`config.mk`:
```
export PLATFORM = sky130hd
export DESIGN_NAME = uart_tx_port
export DESIGN_NICKNAME = d
export VERILOG_FILES = /design/src/rtl/uart_tx_port_pkg.sv /design/src/rtl/uart_tx_port_fifo.sv /design/src/rtl/uart_tx_port.sv
export SDC_FILE = /design/constraint.sdc
export NUM_CORES = 1
export LEC_CHECK = 0
export CELL_PAD_IN_SITES_DETAIL_PLACEMENT = 1
export CELL_PAD_IN_SITES_GLOBAL_PLACEMENT = 1
export CORE_MARGIN = 5
export CORE_UTILIZATION = 42
export DETAILED_ROUTE_END_ITERATION = 10
export GPL_ROUTABILITY_DRIVEN = 0
export PLACE_DENSITY = 0.93
export SLEW_MARGIN = 20
export SYNTH_ARGS = -nofsm -noshare
export SYNTH_HDL_FRONTEND = slang
export SYNTH_SLANG_ARGS = --single-unit
```
`constraint.sdc`:
```
create_clock -name clock -period 4.3 [get_ports clock]
set_input_delay 0.645 -clock clock [delete_from_list [all_inputs] [get_ports clock]]
set_output_delay 0.645 -clock clock [all_outputs]
set_load 0.005 [all_outputs]
```
`src/rtl/uart_tx_port_pkg.sv`:
```
// Shared definitions for the memory-mapped UART transmitter:
// STATUS bit positions, register offsets and serializer state encoding.
package uart_defs;

    localparam int unsigned ST_BUSY  = 0;
    localparam int unsigned ST_FULL  = 1;
    localparam int unsigned ST_EMPTY = 2;
    localparam int unsigned ST_OVF   = 7;

    localparam logic [15:0] REG_TXDATA = 16'd0;
    localparam logic [15:0] REG_STATUS = 16'd1;

    typedef enum logic [1:0] {
        IDLE  = 2'd0,
        START = 2'd1,
        DATA  = 2'd2,
        STOP  = 2'd3
    } tx_state_t;

endpackage

```
`src/rtl/uart_tx_port_fifo.sv`:
```
// Transmit byte storage for uart_tx_port.
// With UART_TX_FIFO_EN defined: FIFO_DEPTH-entry ring buffer (power of two).
// Otherwise: a single holding register; FIFO_DEPTH only sizes the count port.
// A push while full is accepted only if a pop happens in the same cycle.
module uart_tx_fifo
    import uart_defs::*;
#(
    parameter int unsigned FIFO_DEPTH = 8
) (
    input  logic                          clock,
    input  logic                          reset,
    input  logic                          push,
    input  logic [7:0]                    wr_data,
    input  logic                          pop,
    output logic [7:0]                    rd_data,
    output logic                          full,
    output logic                          empty,
    output logic [$clog2(FIFO_DEPTH):0]   count
);

`ifdef UART_TX_FIFO_EN
    localparam int unsigned PTR_W = $clog2(FIFO_DEPTH);
    localparam logic [PTR_W:0] FULL_CNT = FIFO_DEPTH[PTR_W:0];

    logic [7:0]       mem [FIFO_DEPTH];
    logic [PTR_W-1:0] rd_ptr;
    logic [PTR_W-1:0] wr_ptr;
    logic [PTR_W:0]   cnt;
    logic             do_push;
    logic             do_pop;

    assign do_pop  = pop && (cnt != '0);
    assign do_push = push && ((cnt != FULL_CNT) || do_pop);
    assign full    = (cnt == FULL_CNT);
    assign empty   = (cnt == '0);
    assign count   = cnt;
    assign rd_data = mem[rd_ptr];

    // Storage array; contents need no reset since count gates every read.
    always_ff @(posedge clock) begin
        if (do_push) begin
            mem[wr_ptr] <= wr_data;
        end
    end

    // Wrap-around pointers and occupancy count.
    always_ff @(posedge clock or posedge reset) begin
        if (reset) begin
            rd_ptr <= '0;
            wr_ptr <= '0;
            cnt    <= '0;
        end else begin
            if (do_push) begin
                wr_ptr <= wr_ptr + 1'b1;
            end
            if (do_pop) begin
                rd_ptr <= rd_ptr + 1'b1;
            end
            case ({do_push, do_pop})
                2'b10:   cnt <= cnt + 1'b1;
                2'b01:   cnt <= cnt - 1'b1;
                default: cnt <= cnt;
            endcase
        end
    end
`else
    logic [7:0] hold;
    logic       valid;

    assign full    = valid;
    assign empty   = !valid;
    assign rd_data = hold;

    // Count port is 0 or 1 in this configuration.
    always_comb begin
        count    = '0;
        count[0] = valid;
    end

    // Single holding register; a push alongside a pop refills it in place.
    always_ff @(posedge clock or posedge reset) begin
        if (reset) begin
            hold  <= '0;
            valid <= 1'b0;
        end else if (push && (!valid || pop)) begin
            hold  <= wr_data;
            valid <= 1'b1;
        end else if (pop) begin
            valid <= 1'b0;
        end
    end
`endif

endmodule

```
`src/rtl/uart_tx_port.sv`:
```
// Memory-mapped 8N1 UART transmitter: TXDATA at BASE_ADDR, STATUS at BASE_ADDR+1.
// Define UART_TX_FIFO_EN to replace the single holding register with a
// FIFO_DEPTH-entry FIFO. Reads are combinational; tx is registered.
module uart_tx_port
    import uart_defs::*;
#(
    parameter logic [15:0] BASE_ADDR    = 16'hF010,
    parameter int unsigned CLKS_PER_BIT = 16,
    parameter int unsigned FIFO_DEPTH   = 8
) (
    input  logic        clock,
    input  logic        reset,
    input  logic [15:0] address,
    input  logic        write_en,
    input  logic [7:0]  data_in,
    output logic [7:0]  data_out,
    output logic        sel,
    output logic        tx
);

    localparam int unsigned BAUD_W = (CLKS_PER_BIT > 1) ? $clog2(CLKS_PER_BIT) : 1;
    localparam logic [BAUD_W-1:0] BAUD_LAST = BAUD_W'(CLKS_PER_BIT - 1);

    tx_state_t                     state;
    logic [7:0]                    shift;
    logic [2:0]                    bit_cnt;
    logic [BAUD_W-1:0]             baud;
    logic                          overflow;

    logic                          hit_data;
    logic                          hit_status;
    logic                          push;
    logic                          pop;
    logic                          baud_done;
    logic [7:0]                    fifo_rd;
    logic                          fifo_full;
    logic                          fifo_empty;
    logic [$clog2(FIFO_DEPTH):0]   fifo_count;
    logic [7:0]                    status;

    assign hit_data   = (address == BASE_ADDR + REG_TXDATA);
    assign hit_status = (address == BASE_ADDR + REG_STATUS);
    assign sel        = hit_data || hit_status;
    assign push       = write_en && hit_data;
    assign baud_done  = (baud == BAUD_LAST);
    // Pop from IDLE, or on the last STOP clock so frames run back-to-back.
    assign pop        = !fifo_empty && ((state == IDLE) || ((state == STOP) && baud_done));

    uart_tx_fifo #(
        .FIFO_DEPTH (FIFO_DEPTH)
    ) u_fifo (
        .clock   (clock),
        .reset   (reset),
        .push    (push),
        .wr_data (data_in),
        .pop     (pop),
        .rd_data (fifo_rd),
        .full    (fifo_full),
        .empty   (fifo_empty),
        .count   (fifo_count)
    );

    // STATUS register image and combinational read mux.
    always_comb begin
        status           = '0;
        status[ST_BUSY]  = (state != IDLE);
        status[ST_FULL]  = fifo_full;
        status[ST_EMPTY] = (fifo_count == '0);
        status[ST_OVF]   = overflow;
        data_out         = (hit_status && !write_en) ? status : '0;
    end

    // Sticky overflow: set by a dropped push, cleared by any STATUS write.
    always_ff @(posedge clock or posedge reset) begin
        if (reset) begin
            overflow <= 1'b0;
        end else if (write_en && hit_status) begin
            overflow <= 1'b0;
        end else if (push && fifo_full && !pop) begin
            overflow <= 1'b1;
        end
    end

    // Serializer FSM: start bit, 8 data bits LSB first, stop bit.
    always_ff @(posedge clock or posedge reset) begin
        if (reset) begin
            state   <= IDLE;
            tx      <= 1'b1;
            shift   <= '0;
            bit_cnt <= '0;
            baud    <= '0;
        end else begin
            case (state)
                IDLE: begin
                    tx <= 1'b1;
                    if (pop) begin
                        shift   <= fifo_rd;
                        bit_cnt <= '0;
                        baud    <= '0;
                        tx      <= 1'b0;
                        state   <= START;
                    end
                end
                START: begin
                    if (baud_done) begin
                        baud  <= '0;
                        tx    <= shift[0];
                        state <= DATA;
                    end else begin
                        baud <= baud + 1'b1;
                    end
                end
                DATA: begin
                    if (baud_done) begin
                        baud <= '0;
                        if (bit_cnt == 3'd7) begin
                            tx    <= 1'b1;
                            state <= STOP;
                        end else begin
                            bit_cnt <= bit_cnt + 1'b1;
                            shift   <= shift >> 1;
                            tx      <= shift[1];
                        end
                    end else begin
                        baud <= baud + 1'b1;
                    end
                end
                STOP: begin
                    if (baud_done) begin
                        baud <= '0;
                        if (pop) begin
                            shift   <= fifo_rd;
                            bit_cnt <= '0;
                            tx      <= 1'b0;
                            state   <= START;
                        end else begin
                            state <= IDLE;
                        end
                    end else begin
                        baud <= baud + 1'b1;
                    end
                end
                default: begin
                    tx    <= 1'b1;
                    state <= IDLE;
                end
            endcase
        end
    end

endmodule

```
After elaboration in Yosys (flattened, before gate mapping)
Cells that the tools add are included.
{ "totals": {"wordCells": 79, "out_inout_bits": 10, "reg_bits": 28, "in_bits": 27} }
{ "classes": {"mux": 31, "n_eq_ne": 14, "addsub": 2, "reduce_logical": 24} }
{ "ops": {"columns": ["op", "count"], "rows": [
  ["two-way mux 8 bit", 5],
  ["== test 16 bit, second input constant", 2],
  ["one-hot mux 8 bit (3 select lines)", 1],
  ["inequality test 2 bit, second input constant", 7],
  ["two-way mux 3 bit", 4],
  ["two-way mux 1 bit", 10],
  ["two-way mux 2 bit", 5],
  ["one-hot mux 3 bit (3 select lines)", 1],
  ["logical AND 1 bit", 8],
  ["two-way mux 4 bit", 2],
  ["one-hot mux 2 bit (4 select lines)", 1],
  ["one-hot mux 4 bit (2 select lines)", 1],
  ["AND reduction 4 bit", 2],
  ["nonzero test 2 bit", 3],
  ["AND reduction 5 bit", 1],
  ["adder 4 x 1 -> 4 bit, second input constant", 1],
  ["== test 2 bit, second input constant", 2],
  ["== test 4 bit, second input constant", 1],
  ["zero test 4 bit", 1],
  ["one-hot mux 1 bit (4 select lines)", 1],
  ["adder 3 x 1 -> 3 bit, second input constant", 1],
  ["== test 3 bit, second input constant", 1],
  ["zero test 1 bit", 3],
  ["logical OR 1 bit", 3],
  ["other kinds (4)", 4]
]} }

Depth between registers and ports, before layout
{ "logic_depth": {"ltp_word": 8, "mapped_depth": 7, "depth_no_buf": 6} }

Cells and area by module
Synthesis repeated with hierarchy kept, for this count alone.
{ "hier_totals": {"hier_cells": 152, "area_unflattened_um2": 1666.6} }
{ "by_module_without_submodules": {"columns": ["mod", "seq_area_each_um2", "cells_per_inst", "area_per_inst_um2", "n_inst"], "rows": [
  ["uart_tx_port", 476.7, 125, 1247.4, 1],
  ["uart_tx_fifo", 225.2, 27, 419.2, 1]
]} }

Worst setup path after synthesis
No wires, ideal clock.
{ "synth_timing": {"kind": "input -> output", "start": "in address[9]", "end": "out data_out[1]", "path_slack_ps": 1712, "cell_stages": 4, "t_arrival_ps": 1943, "t_required_ps": 3655, "n_path_buf": 0, "path_cell_list": "or4_4 -> nor4_4 -> nor3b_1 -> and2_1"} }
{ "synth_via": {"elab_chain_len": 3} }
{ "synth_rtl": {"columns": ["element", "line", "text"], "rows": [
  ["from (decl)", "uart_tx_port.sv:13", "input logic [15:0] address,"],
  ["== test 16 bit", "uart_tx_port.sv:42", "assign hit_status = (address == BASE_ADDR + REG_STATUS);"],
  ["logical AND 1 bit", "uart_tx_port.sv:70", "data_out = (hit_status && !write_en) ? status : '0;"],
  ["two-way mux 8 bit", "uart_tx_port.sv:70", null],
  ["to (decl)", "uart_tx_port.sv:16", "output logic [7:0] data_out,"]
]} }
Every way passes these cells.

Worst setup path after layout
Ends and elaborated chain as after synthesis.

==> impl_metrics.json <==
{
  "ctsRootBufferMaster": "clkbuf_8",
  "insertion_delay_ns": 0.28,
  "first_pass_iters": 4,
  "grt_pass1_vias": 1450,
  "maxSlewHeadroom_pct": 38.31,
  "syn_area_um2": 1630,
  "ys_ff_latch": 28,
  "synth_top_cell_by_area": "dfrtp_1",
  "avgSynthCellArea_um2": 10.94,
  "synthCells": 149,
  "r2r-start": "state[0]",
  "hold_viol_final": 0,
  "die_h_um": 72.31,
  "ys_top_cells_by_area": "dfrtp_1 (41%), mux2_4 (7.4%), ha_1 (6.1%)",
  "ios": 37,
  "clock_sinks": 28,
  "worstHoldPathType": "register to register",
  "drc": 0,
  "path_cells": "clkdlybuf4s50_1 -> or4_4 -> nor4_4 -> nor3b_1 -> and2_1 -> clkdlybuf4s50_1",
  "clk_pin_slew_ns": 0.10,
  "period_share_pct": 83.66,
  "critPathRequiredTime_ns": 3.65,
  "grt_max_degree": 29,
  "crit_fanout": 7,
  "critPathSlowestCell": "or4_4",
  "min_to": "bit_cnt[0]",
  "cts.path.max_buffers": 2,
  "track_usage_pct": 16.64,
  "crit_type": "primary input to primary output",
  "crit_path_start_kind": "primary input",
  "seq_area_frac_synth_pct": 43.05,
  "drtIter0Drc": 44,
  "hold_buffers": 0,
  "fin_nets": 215,
  "ff2ff_setup_slack_ns": 1.49,
  "synth-main-ff-cell": "dfrtp_1",
  "num_antenna_cells": 0,
  "status": "complete, no violations",
  "p_per_area_nw_per_um2": 433.6,
  "dieWidth_um": 72.31,
  "num_rows": 22,
  "overflow": 0,
  "critPathCaptureType": "primary output",
  "fin_worst_skew_ns": 0.007338,
  "synth_async_sr_flop_share_pct": 100.0,
  "cts_tree": "done",
  "reg2regPathDepth": 6,
  "dp_hpwl_mm": 3.076,
  "rsz0062_at_grt": "false",
  "drv_slew": 0,
  "htree_levels": 1,
  "finalSetupViolCount": 0,
  "timing.rr.end": "shift[2]",
  "cp.arrival_ns": 2.95,
  "fillers": 406,
  "yosysTopAreaCellShare_pct": 41.44,
  "numCtsBuffers": 3,
  "fmax_ghz": 0.2780,
  "ys_types": 43,
  "cpMostUsedCell": "clkdlybuf4s50_1",
  "wl_mm": 4.106,
  "die_area_um2": 5228,
  "synth_edf_count": 0,
  "layout-drive-gt1-share_pct": 15.08,
  "cts_setup_buffers": 0,
  "cts_resized": 0,
  "via_per_inst": 5.630,
  "grt_pass1_wl_mm": 6.748,
  "cp_slowest_stage_delay_ns": 0.54,
  "routedWlPerCell_um": 18.09,
  "cap_violations": 0,
  "port_buffers": 32,
  "power.leakage_nw": 0.9359,
  "tns_ns": 0,
  "antenna_found_initial": 0,
  "drtAntennaViolNets": 0,
  "worst_pin_slew_ns": 0.9234,
  "holdWs_ns": 0.5011,
  "irDropWorstVdd_uv": 171.6,
  "vias": 1278,
  "synth_warnings": 0,
  "syn2layout_area_growth_pct": 24.87,
  "fin_crit_ns": 3.597,
  "start_util_pct": 43.87,
  "holdPathStages": 1,
  "design.core.area_um2": 3716,
  "worstHoldStart": "bit_cnt[0]"
}
[flip-flops by register name (all words and copies together) (netlist names)]
signal and count:
overflow 1, state 2, u_fifo.full 1, u_fifo.rd_data 8, bit_cnt 3, baud 4, shift 8, tx 1
[per-stage QoR]
step            power, W  cells  setup slack [ns]  utilization [%]  instance area, µm²
3_5_place_dp   0.0006676    223            0.7208            52.86                1964
6_report       0.0008827    227            0.7025            54.78                2036
4_1_cts        0.0008821    227            0.7124            54.78                2036
3_3_place_gp   0.0006347    223            0.7961            52.86                1964
2_1_floorplan  0.0005572    152             1.712                -                1642
5_1_grt        0.0009329    227            0.5817            54.78                2036
[cell usage after synthesis (3+ instances only)]
| cell | number |
|---|---|
| mux2_1 | 7 |
| dfrtp_1 | 27 |
| ha_1 | 8 |
| a21oi_1 | 7 |
| o21ai_0 | 9 |
| nand3b_1 | 3 |
| nor2_1 | 8 |
| mux2_2 | 8 |
| nand2_1 | 10 |
| mux2_4 | 8 |
| clkbuf_1 | 3 |
| nand3_1 | 5 |
| buf_4 | 4 |
| inv_1 | 8 |
[power breakdown]
group | switching, W | internal [W] | leakage (nW) | total (W)
Combinational | 0.000190 | 0.000142 | 0.521 | 0.000332
Sequential | 0.0000361 | 0.000299 | 0.379 | 0.000336
Clock | 0.0000898 | 0.000125 | 0.0357 | 0.000215
[logic make-up (layout without fill, tap and decap cells)]
family | after synthesis | after routing | synth area share (%)
buffers and inverters | 18 | 45 | 5.602
flip-flops | 28 | 28 | 43.05
AND/OR/NAND/NOR | 41 | 41 | 16.12
adder cells (fa/ha/maj) | 8 | 8 | 6.140
AO/OA/AOI/OAI | 30 | 30 | 11.13
multiplexers | 23 | 23 | 17.73
other | 1 | 4 | 0.2300
[cell type report]
class                           instances  area, µm²  share of cell area (%)
Sequential cell                        28      701.9                   34.48
Clock inverter                          1      30.03                   1.475
Clock buffer                            3      41.29                   2.028
Timing Repair Buffer                   32      320.3                   15.73
Inverter                                9      33.78                   1.659
Tap cell                               48      60.06                   2.950
Multi-Input combinational cell        106      848.3                   41.67
[layout by cell type, fill, tap and decap left out, drive strengths merged, types with 3 or more instances in the layout]
cell	Yosys	final
nand2	10	10
ha	8	8
mux2	23	23
o21ai	11	11
a21oi	7	7
dfrtp	27	27
nand3	6	6
inv	9	9
clkbuf	3	3
conb	1	4
clkdlybuf4s50	0	32
nand3b	3	3
nor2	8	8
[metal layers]
layer	GRT usage [%]	vias up	routed length, µm
li1	-	581	-
met1	18.27	635	1692
met2	29.12	46	2056
met3	3.186	16	208
met4	10.65	0	148
met5	0	-	0
[critical path: cells and delay by family]
kind                   cells  cell delay (ns)
buffers and inverters      2             0.91
AND/OR/NAND/NOR            4             1.40
[worst max path at each step]
stage                from     endpoint  cells past startpoint  slack, ns
2_1_floorplan  address[9]  data_out[1]                      4       1.71
3_3_place_gp   address[9]  data_out[1]                      6       0.80
3_5_place_dp   address[9]  data_out[1]                      6       0.72
4_1_cts        address[9]  data_out[1]                      6       0.71
5_1_grt        address[9]  data_out[7]                      6       0.58
6_report       address[9]  data_out[1]                      6       0.70
No activity file was read; power rests on OpenSTA's default activity.
